File: config.mk
export PLATFORM = sky130hd
export DESIGN_NAME = param_alu_accum_flat
export DESIGN_NICKNAME = d
export VERILOG_FILES = /design/src/rtl/param_alu_accum_if.sv /design/src/rtl/param_alu_accum.sv /design/src/flat_wrapper.sv
export SDC_FILE = /design/constraint.sdc
export NUM_CORES = 1
export LEC_CHECK = 0
export ABC_CLOCK_PERIOD_IN_PS = 2800
export CAP_MARGIN = 15
export CELL_PAD_IN_SITES_DETAIL_PLACEMENT = 0
export CELL_PAD_IN_SITES_GLOBAL_PLACEMENT = 1
export CORE_MARGIN = 2
export CORE_UTILIZATION = 40
export CTS_CLUSTER_DIAMETER = 60
export DETAILED_ROUTE_END_ITERATION = 8
export PLACE_DENSITY = 0.77
export SETUP_SLACK_MARGIN = 0.2
export SYNTH_ARGS = -nofsm -noshare
export SYNTH_HDL_FRONTEND = slang
export SYNTH_SLANG_ARGS = --single-unit
export TNS_END_PERCENT = 20
File: constraint.sdc
create_clock -name clk -period 2.8 [get_ports clk]
set_input_delay 0.56 -clock clk [delete_from_list [all_inputs] [get_ports clk]]
set_output_delay 0.56 -clock clk [all_outputs]
set_load 0.005 [all_outputs]
File: src/rtl/param_alu_accum_if.sv
// Command/result bundle for param_alu_accum: command handshake, operands, result handshake and status flags.
// Latency: none (wires only).
// Backpressure: carried by in_ready (from the ALU) and out_ready (from the consumer).
//
// Signals (direction seen from the ALU, i.e. the slave modport):
//   clr        in   synchronous clear
//   in_valid   in   command valid
//   in_ready   out  command accepted when in_valid && in_ready at an edge
//   op         in   000 ADD, 001 SUB, 010 ACC, 011 MUL, 100 CLR, others NOP
//   a, b       in   unsigned operands
//   out_valid  out  result valid, held until out_ready
//   out_ready  in   consumer ready
//   result     out  result/accumulator register
//   carry      out  carry or borrow of the last operation
//   ovf_sticky out  set on any carry/borrow, cleared by clr or reset
//   busy       out  multiply in progress
interface param_alu_accum_if #(
    parameter int WIDTH = 8
);
    logic             clr;
    logic             in_valid;
    logic             in_ready;
    logic [2:0]       op;
    logic [WIDTH-1:0] a;
    logic [WIDTH-1:0] b;
    logic             out_valid;
    logic             out_ready;
    logic [WIDTH-1:0] result;
    logic             carry;
    logic             ovf_sticky;
    logic             busy;

    modport slave (
        input  clr, in_valid, op, a, b, out_ready,
        output in_ready, out_valid, result, carry, ovf_sticky, busy
    );

    modport master (
        output clr, in_valid, op, a, b, out_ready,
        input  in_ready, out_valid, result, carry, ovf_sticky, busy
    );
endinterface

File: src/rtl/param_alu_accum.sv
// WIDTH-bit ALU (ADD/SUB/ACC/shift-add MUL/CLR) with persistent result register, carry and sticky overflow.
// Latency: non-MUL result valid the cycle after accept; MUL result written WIDTH edges after accept.
// Backpressure: one command in flight; in_ready only in IDLE, result/out_valid hold in DONE until out_ready.
//
// Ports:
//   clk    in  rising-edge clock
//   rst_n  in  asynchronous active-low reset (discards any operation in flight)
//   bus    slave modport of param_alu_accum_if (handshakes, operands, result, flags)
module param_alu_accum #(
    parameter int WIDTH    = 8,
    parameter bit SATURATE = 1'b0
) (
    input  logic               clk,
    input  logic               rst_n,
    param_alu_accum_if.slave   bus
);
    localparam int CW = $clog2(WIDTH);

    localparam logic [1:0] ST_IDLE = 2'd0;
    localparam logic [1:0] ST_BUSY = 2'd1;
    localparam logic [1:0] ST_DONE = 2'd2;

    localparam logic [2:0] OP_ADD = 3'b000;
    localparam logic [2:0] OP_SUB = 3'b001;
    localparam logic [2:0] OP_ACC = 3'b010;
    localparam logic [2:0] OP_MUL = 3'b011;
    localparam logic [2:0] OP_CLR = 3'b100;

    localparam logic [CW-1:0]    CNT_LAST = CW'(WIDTH - 1);
    localparam logic [WIDTH-1:0] ALL_ONES = '1;

    logic [1:0]         state_q,  state_d;
    logic [WIDTH-1:0]   result_q, result_d;
    logic               carry_q,  carry_d;
    logic               ovf_q,    ovf_d;
    // Multiplier datapath: multiplicand shifts left, multiplier shifts right
    // so its LSB is always the bit being examined this cycle.
    logic [2*WIDTH-1:0] mcand_q,  mcand_d;
    logic [WIDTH-1:0]   mplier_q, mplier_d;
    logic [2*WIDTH-1:0] prod_q,   prod_d;
    logic [CW-1:0]      cnt_q,    cnt_d;

    logic               accept;
    logic [WIDTH:0]     sum_add;
    logic [WIDTH:0]     diff_sub;
    logic [WIDTH:0]     sum_acc;
    logic [2*WIDTH-1:0] prod_step;
    logic               mul_hi;

    // clr wins over a same-cycle command even though in_ready may read 1.
    assign accept    = bus.in_valid && (state_q == ST_IDLE) && !bus.clr;

    assign sum_add   = {1'b0, bus.a} + {1'b0, bus.b};
    // Bit WIDTH of the extended difference is exactly the a<b borrow.
    assign diff_sub  = {1'b0, bus.a} - {1'b0, bus.b};
    assign sum_acc   = {1'b0, result_q} + {1'b0, bus.a};
    assign prod_step = prod_q + (mplier_q[0] ? mcand_q : '0);
    assign mul_hi    = |prod_step[2*WIDTH-1:WIDTH];

    always_comb begin
        state_d  = state_q;
        result_d = result_q;
        carry_d  = carry_q;
        ovf_d    = ovf_q;
        mcand_d  = mcand_q;
        mplier_d = mplier_q;
        prod_d   = prod_q;
        cnt_d    = cnt_q;

        if (bus.clr) begin
            state_d  = ST_IDLE;
            result_d = '0;
            carry_d  = 1'b0;
            ovf_d    = 1'b0;
        end else begin
            case (state_q)
                ST_IDLE: begin
                    if (accept) begin
                        state_d = ST_DONE;
                        case (bus.op)
                            OP_ADD: begin
                                result_d = (SATURATE && sum_add[WIDTH]) ? ALL_ONES : sum_add[WIDTH-1:0];
                                carry_d  = sum_add[WIDTH];
                                ovf_d    = ovf_q | sum_add[WIDTH];
                            end
                            OP_SUB: begin
                                result_d = (SATURATE && diff_sub[WIDTH]) ? '0 : diff_sub[WIDTH-1:0];
                                carry_d  = diff_sub[WIDTH];
                                ovf_d    = ovf_q | diff_sub[WIDTH];
                            end
                            OP_ACC: begin
                                result_d = (SATURATE && sum_acc[WIDTH]) ? ALL_ONES : sum_acc[WIDTH-1:0];
                                carry_d  = sum_acc[WIDTH];
                                ovf_d    = ovf_q | sum_acc[WIDTH];
                            end
                            OP_MUL: begin
                                // Operands are copied here; a/b are not looked at again.
                                state_d  = ST_BUSY;
                                mcand_d  = {{WIDTH{1'b0}}, bus.a};
                                mplier_d = bus.b;
                                prod_d   = '0;
                                cnt_d    = '0;
                            end
                            OP_CLR: begin
                                result_d = '0;
                                carry_d  = 1'b0;
                            end
                            default: begin
                                carry_d  = 1'b0;
                            end
                        endcase
                    end
                end

                ST_BUSY: begin
                    prod_d   = prod_step;
                    mcand_d  = mcand_q << 1;
                    mplier_d = mplier_q >> 1;
                    cnt_d    = cnt_q + 1'b1;
                    // Last multiplier bit: publish the product only now, so the
                    // visible result stays at its old value while busy.
                    if (cnt_q == CNT_LAST) begin
                        state_d  = ST_DONE;
                        result_d = (SATURATE && mul_hi) ? ALL_ONES : prod_step[WIDTH-1:0];
                        carry_d  = mul_hi;
                        ovf_d    = ovf_q | mul_hi;
                    end
                end

                ST_DONE: begin
                    if (bus.out_ready) begin
                        state_d = ST_IDLE;
                    end
                end

                default: begin
                    state_d = ST_IDLE;
                end
            endcase
        end
    end

    always_ff @(posedge clk or negedge rst_n) begin
        if (!rst_n) begin
            state_q  <= ST_IDLE;
            result_q <= '0;
            carry_q  <= 1'b0;
            ovf_q    <= 1'b0;
            mcand_q  <= '0;
            mplier_q <= '0;
            prod_q   <= '0;
            cnt_q    <= '0;
        end else begin
            state_q  <= state_d;
            result_q <= result_d;
            carry_q  <= carry_d;
            ovf_q    <= ovf_d;
            mcand_q  <= mcand_d;
            mplier_q <= mplier_d;
            prod_q   <= prod_d;
            cnt_q    <= cnt_d;
        end
    end

    assign bus.in_ready   = (state_q == ST_IDLE);
    assign bus.out_valid  = (state_q == ST_DONE);
    assign bus.busy       = (state_q == ST_BUSY);
    assign bus.result     = result_q;
    assign bus.carry      = carry_q;
    assign bus.ovf_sticky = ovf_q;
endmodule

File: src/flat_wrapper.sv
// flat-port wrapper written by rule: the top's interface ports become plain ports
module param_alu_accum_flat 
#(
    parameter int WIDTH    = 8,
    parameter bit SATURATE = 1'b0
)
  (clk, rst_n, bus_clr, bus_in_valid, bus_op, bus_a, bus_b, bus_out_ready, bus_in_ready, bus_out_valid, bus_result, bus_carry, bus_ovf_sticky, bus_busy);
  param_alu_accum_if #(.WIDTH(WIDTH)) bus_i ();
  input  logic clk;
  input  logic rst_n;
  input wire logic [$bits(bus_i.clr)-1:0] bus_clr;
  input wire logic [$bits(bus_i.in_valid)-1:0] bus_in_valid;
  input wire logic [$bits(bus_i.op)-1:0] bus_op;
  input wire logic [$bits(bus_i.a)-1:0] bus_a;
  input wire logic [$bits(bus_i.b)-1:0] bus_b;
  input wire logic [$bits(bus_i.out_ready)-1:0] bus_out_ready;
  output wire logic [$bits(bus_i.in_ready)-1:0] bus_in_ready;
  output wire logic [$bits(bus_i.out_valid)-1:0] bus_out_valid;
  output wire logic [$bits(bus_i.result)-1:0] bus_result;
  output wire logic [$bits(bus_i.carry)-1:0] bus_carry;
  output wire logic [$bits(bus_i.ovf_sticky)-1:0] bus_ovf_sticky;
  output wire logic [$bits(bus_i.busy)-1:0] bus_busy;
  assign bus_i.clr = bus_clr;
  assign bus_i.in_valid = bus_in_valid;
  assign bus_i.op = bus_op;
  assign bus_i.a = bus_a;
  assign bus_i.b = bus_b;
  assign bus_i.out_ready = bus_out_ready;
  assign bus_in_ready = bus_i.in_ready;
  assign bus_out_valid = bus_i.out_valid;
  assign bus_result = bus_i.result;
  assign bus_carry = bus_i.carry;
  assign bus_ovf_sticky = bus_i.ovf_sticky;
  assign bus_busy = bus_i.busy;
  param_alu_accum #(.WIDTH(WIDTH), .SATURATE(SATURATE)) u_core (.clk(clk), .rst_n(rst_n), .bus(bus_i));
endmodule
==> results.md, run 1 <==
- Status: completed
- Layout cells sized above 1: 0.223
- Fill cells: about 1,100
- Die Area: around 13,000 um^2
- Overall power: about 2.7 mW
- CP top delay family: compound AO/OA/AOI/OAI gates
- Starting density of the core: 0.410
- Data required time of the critical path: 2990 ps
- P_leak: between 2 and 3 nW
- TNS Setup: 0 ps
- Pwr/cell area: around 450 nW/um^2
- Synth-to-Final Area Change: 29.2%
- Final Wtd Congestion: approximately 0.86
- Placement Cell Area: about 5600 um^2
- Cell area after layout: around 6100 um^2
- Worst Setup End Kind: flop
- Synth top area share: 0.294
- Worst path bufs/invs: 1
- Rows: 39
- Detailed Place HPWL: around 10 mm
- Kind of critical path: flop to flop
- Cell Chain, Critical Path: and2_4 > ha_4 > inv_2 > fa_2 > nor2b_4 > o31a_1 > o211ai_2 > nand2_2 > mux2_4 > a211oi_4 > a21oi_1
- Crit Reg-Reg Endpoint: u_core.bus.ovf_sticky
- Worst skew pair latency: 300 ps
- CP max stage cell: fa_2
- Final hold vios: 0
- Area contributors post-synth: dfrtp_1 29%, ha_1 11%, nand2_1 6.0%
- Syn Area/Cell: around 8.3 um^2
- Drt pass-1 iters: 6
- Detailed Route WL: ~13 mm
- Peak fanout along the critical path: 4
- Setup violators final: 0
- Core area: between 10,000 and 15,000 um^2
- Port bufs: 36
- Htree depth: 2
- CTS Hold Bufs: 0
- Warnings, synthesis: 0
- Number of synthesized flops with an enable pin: 0
- Cell Area, Synth: between 4000 and 5000 um^2
- Yosys cell types: 73
- Worst reg2reg path depth: 11
- Final net count: roughly 730
- Min cycle time layout: 2530 ps
- Fmax achieved: 395 MHz
- Sequential element share of the synthesized area: 0.294
- Share of flip-flops with an asynchronous set or reset: 1.00
- Clock Tree Buf Depth: 2
- Post-route ant nets: 0
- First-pass GRT wire length: around 21 mm
- DRC Markers: 0
- Slowest Stage Delay on Critical Path: a little over 400 ps
- Setup ws final: 267 ps
- RR Startpoint: u_core.mplier_q[0]
- Initial DRC count: around 310
- Final core occ: 0.530
- Class of the most critical hold timing path: primary input to asynchronous set/reset pin
- Cts bufs inserted: 5
- Yosys top cell by area: dfrtp_1
- Max Cap Violations: 0
- DR WL/cell: about 16 um
- Syn Inst Count: around 560
- Pre-CTS WS: -383 ps
- Via density: roughly 5.4
- Clock transition at path regs: 80 ps
- Worst Max-Slew Pin Slew: around 450 ps
- Initial antenna violation count: 0
- Worst VDD drop: 288 uV
- Ys flop type: dfrtp_1
- Vias in the first global route: between 4,000 and 5,000
- Largest net degree at the start of global routing: 48
- Via count: 4,358
- CP arrival: 2720 ps
- Flop2flop setup slack: approximately 270 ps
- Type of origin of the critical path: flop
- Max-slew violations: 0
- Unrepaired setup endpoints after global routing: yes
- Die Y: 112 um
- Clk root buf: clkbuf_16
- CTS tree: yes
- Top Ports: 37
- Synth Register Bits: 55
- Post-synthesis net count: about 630
- Slew headroom: 0.702
- GR Util All Layers: 0.209
- CTS Sinks: 55
- Clk_skew: 12.2 ps
- Die X: about 110 um
- Grt ovf: 0
- Final Cycle Share: 0.905
- Inserted Diodes: 0
## worst max path at each step
stage	start	endpoint	slack (ps)	cells after the start
finish	u_core.mplier_q[0]	u_core.bus.ovf_sticky	270	11
CTS	u_core.mplier_q[0]	u_core.bus.ovf_sticky	130	10
floorplan	bus_a[0]	u_core.bus.carry	330	9
detailed placement	bus_a[0]	u_core.bus.ovf_sticky	-380	10
global placement	bus_a[0]	u_core.bus.ovf_sticky	-340	10
global route	u_core.mplier_q[0]	u_core.bus.carry	130	11
## worst reg2reg max path, cell delays in order (launching register included)
cell,delay (ps)
dfrtp_1,390
and2_4,170
ha_4,130
inv_2,40
fa_2,410
nor2b_4,130
o31a_1,250
o211ai_2,120
nand2_2,130
mux2_4,330
a211oi_4,230
a21oi_1,100
## flip-flops by register name (all words and copies together), names as in the netlist
register,count
u_core.bus.carry,1
u_core.bus.result,8
u_core.state_q,2
u_core.bus.ovf_sticky,1
u_core.prod_q,16
u_core.mcand_q,16
u_core.mplier_q,8
u_core.cnt_q,3
## power breakdown
part | switching [mW] | internal, mW
registers | 0.0966 | 0.917
clock network | 0.331 | 0.341
logic | 0.516 | 0.495
total | 0.943 | 1.75
## layout make-up
cell class,count,area [um^2],area share
clock buffer,5,125,0.0207
clock inverter,3,27.5,0.00455
inverter,24,90.1,0.0149
multi-input combinational,458,3310,0.546
sequential,55,1380,0.227
tap,143,179,0.0296
timing repair buffer,113,947,0.157
## through the flow
stage	instances	hold WS, ps
2_1_floorplan	563	264
3_3_place_gp	785	375
3_5_place_dp	785	378
4_1_cts	793	48.1
5_1_grt	801	54.3
6_report	801	51.1
## kinds of logic after synthesis
logic type               Yosys count  synth area share
AO/OA/AOI/OAI                    172             0.239
XOR/XNOR                          26            0.0486
adder cells (fa/ha/maj)           45             0.127
buffers and inverters             50            0.0486
flip-flops                        55             0.294
multiplexers                      14            0.0323
AND/OR/NAND/NOR                  201             0.211
## metal layers
| layer | wire, um | GRT usage | share of wire | vias to the layer above |
|---|---|---|---|---|
| li1 | - | - | - | 2207 |
| met1 | 5920 | 0.276 | 0.45 | 2076 |
| met2 | 6710 | 0.366 | 0.51 | 60 |
| met3 | 277 | 0.0248 | 0.021 | 15 |
| met4 | 244 | 0.0488 | 0.019 | 0 |
| met5 | 0 | 0 | 0 | - |
## cells in the final DEF (no fill, tap or decap), types with 16 or more instances in the layout
cell type / count
a21oi_1: 40
and2_1: 16
buf_4: 75
clkdlybuf4s50_1: 27
dfrtp_1: 55
ha_1: 29
inv_1: 21
nand2_1: 75
nor2_1: 41
o21ai_0: 31
o21ai_1: 16
## synthesized netlist by cell type, types with 3 or more instances
cell,n
dfrtp_1,55
xnor2_1,18
o2111ai_1,4
ha_1,41
nand3_1,8
clkbuf_1,8
nand3b_1,3
o221ai_1,3
o21ai_1,15
buf_1,3
and4_1,3
o21bai_1,3
o21ai_0,33
o31ai_1,5
buf_2,10
buf_6,3
nor2_1,41
a21oi_1,47
fa_1,4
inv_1,23
xor2_1,8
mux2_2,3
and2_1,17
mux2i_1,8
o21a_1,3
nand2b_1,9
or3_1,3
a22oi_1,3
nor3_1,12
a22o_1,6
nor2b_1,10
nand2_1,75
a311oi_1,3
a21o_1,7
a31oi_1,8
or2_2,3
and3_1,3
o211ai_1,8
## repair_timing
| action | 4_1_cts | 5_1_grt |
|---|---|---|
| pin swaps | 2 | 20 |
| setup endpoints to repair | 6 | 11 |
| cloned | 0 | 0 |
| resized for setup | 11 | 47 |
| setup buffers | 0 | 8 |
No activity file was read; power rests on OpenSTA's default activity.
==> run 2: changes to the inputs <==
--- a/config.mk
+++ b/config.mk
@@ -7,13 +7,11 @@
 export LEC_CHECK = 0
 export ABC_CLOCK_PERIOD_IN_PS = 2800
 export CAP_MARGIN = 15
-export CELL_PAD_IN_SITES_DETAIL_PLACEMENT = 0
-export CELL_PAD_IN_SITES_GLOBAL_PLACEMENT = 1
 export CORE_MARGIN = 2
 export CORE_UTILIZATION = 40
 export CTS_CLUSTER_DIAMETER = 60
 export DETAILED_ROUTE_END_ITERATION = 8
-export PLACE_DENSITY = 0.77
+export PLACE_DENSITY = 0.62
 export SETUP_SLACK_MARGIN = 0.2
 export SYNTH_ARGS = -nofsm -noshare
 export SYNTH_HDL_FRONTEND = slang
==> results.md, run 2 (synthesis results as in run 1) <==
- Kind of critical path: flop to flop (unchanged)
- Via count: 4,342 (was 4,358)
- Initial DRC count: 258 (was 305)
- First-pass GRT wire length: 21.2 mm (was 21.3 mm)
- Core area: 11,400 um^2 (unchanged)
- Final hold vios: 0 (unchanged)
- Fmax achieved: 387 MHz (was 395 MHz)
- Worst Setup End Kind: flop (unchanged)
- Die Y: 112 um (unchanged)
- CTS Sinks: 55 (unchanged)
- P_leak: 2.71 nW (was 2.78 nW)
- Detailed Place HPWL: 9.78 mm (was 10.0 mm)
- Cts bufs inserted: 5 (unchanged)
- Unrepaired setup endpoints after global routing: yes (unchanged)
- Port bufs: 36 (unchanged)
- Htree depth: 2 (unchanged)
- Commonest non-fill, non-tap cell in the layout: nand2_1
- Via density: 5.47 (was 5.44)
- Post-route ant nets: 0 (unchanged)
- Final Wtd Congestion: 0.900 (was 0.861)
- DRC Markers: 0 (unchanged)
- Clk root buf: clkbuf_16 (unchanged)
- Starting density of the core: 0.410 (unchanged)
- Worst Max-Slew Pin Slew: 730 ps (was 446 ps)
- GR Util All Layers: 0.209 (about the same)
- Global-route track usage on met1: 0.289 (was 0.276)
- Type of origin of the critical path: flop (unchanged)
- M3 GR Usage: 0.0297 (was 0.0248)
- Die X: 112 um (unchanged)
- Peak fanout along the critical path: 5 (was 4)
- DR WL/cell: 16.2 um (was 16.4 um)
- Final Cycle Share: 0.924 (was 0.905)
- Commonest cells after routing, fill and taps aside: 75 x nand2_1, 66 x buf_4, 54 x dfrtp_1 (was 75 x nand2_1, 75 x buf_4, 55 x dfrtp_1)
- Grt ovf: 0 (unchanged)
- Hold_ws: 306 ps (was 51.1 ps)
- Worst VDD drop: 429 uV (was 288 uV)
- Largest net degree at the start of global routing: 42 (was 48)
- Setup violators final: 0 (unchanged)
- Clock Tree Buf Depth: 2 (unchanged)
- Status: completed (unchanged)
- Top Ports: 37 (unchanged)
- Initial antenna violation count: 0 (unchanged)
- Pwr/cell area: 455 nW/um^2 (was 446 nW/um^2)
- Worst skew pair latency: 310 ps (was 300 ps)
- CP arrival: 2780 ps (was 2720 ps)
- Vias in the first global route: 4,347 (was 4,173)
- Max-slew violations: 0 (unchanged)
- Drt pass-1 iters: 5 (was 6)
- GR peak layer: met2 (unchanged)
- Data required time of the critical path: 3000 ps (was 2990 ps)
- Slew headroom: 0.514 (was 0.702)
- Rows: 39 (unchanged)
- Class of the most critical hold timing path: primary input to asynchronous set/reset pin (unchanged)
- Final net count: 719 (was 726)
- Synth-to-Final Area Change: 28.6% (was 29.2%)
- Max Cap Violations: 0 (unchanged)
- Biggest registers after layout: u_core.mcand_q (16), u_core.prod_q (16) (unchanged)
- Detailed Route WL: 12.8 mm (was 13.2 mm)
- Clk_skew: 11.8 ps (was 12.2 ps)
- RR Startpoint: u_core.mplier_q[0] (unchanged)
- CTS tree: yes (unchanged)
- GR Util met2: 0.339 (was 0.366)
- TNS Setup: 0 ps (unchanged)
- CTS Hold Bufs: 0 (unchanged)
- Inserted Diodes: 0 (unchanged)
- Clock transition at path regs: 80 ps (about the same)
- Layout cells sized above 1: 0.218 (was 0.223)
- Min cycle time layout: 2590 ps (was 2530 ps)
- Die Area: 12,600 um^2 (unchanged)
- CP startpoint: u_core.mplier_q[0] (unchanged)
[run 2: cell count changes in the layout (fill, tap and decap cells not counted), moves of 3 or more]
cell	change
a21oi_1	-3
dlymetal6s2s_1	-4
buf_4	-9
clkdlybuf4s50_1	+4
[run 2: timing repair]
item | 4_1_cts | 5_1_grt
pin swaps | 9 | 14
setup endpoints to repair | 6 | 9
gates resized for setup | 30 | 22
setup buffers | 2 | 4
cloned | 0 | 0
[run 2: final timing paths]
path | to | slack [ps] | depth (start not counted)
max reg2reg | u_core.bus.carry | 210 | 11
max | u_core.bus.carry | 210 | 11
min | u_core.mcand_q[12] | 310 | 1
min reg2reg | u_core.mplier_q[2] | 490 | 2
max in group asynchronous | u_core.mplier_q[0] | 1880 | 2
min in group clk | u_core.mplier_q[2] | 490 | 2
[run 2: final cells by class]
class                   count  area [um^2]
clock buffers               5          125
clock inverters             3         47.5
fillers                  1085         5400
inverters                  24         90.1
multi-input cells         458         3290
flip-flops and latches     55         1380
well taps                 143          179
repair buffers            106          917
[run 2: worst max-delay path, stage by stage (launching register included)]
cell	delay, ps
dfrtp_2	400
and2_4	160
ha_4	130
inv_2	40
fa_2	410
nor2b_4	140
o31a_1	230
o211ai_2	120
nand2_2	120
mux2_4	320
a211oi_4	310
a21oi_2	90
[run 2: per-layer routing]
metal	routed length, um	part of all wire
met1	6000	0.47
met2	6090	0.47
met3	483	0.038
met4	252	0.020
met5	0	0
[run 2: power by group]
part           total, mW  leakage, nW  internal (mW)  switching [mW]
logic              0.977         1.90          0.475           0.502
registers           1.02        0.725          0.918          0.0967
clock network      0.747       0.0844          0.428           0.319
[run 2: stage by stage]
stage	cells	power [mW]	setup WS (ps)	utilization	instance area (um^2)
final	794	2.74	214	0.527	6020
after global placement	780	1.91	-279	0.490	5600
after global routing	794	2.93	92.3	0.527	6020
after floorplan	563	1.59	328	-	4680
after detailed placement	780	1.93	-343	0.490	5600
after CTS	790	2.72	181	0.516	5890
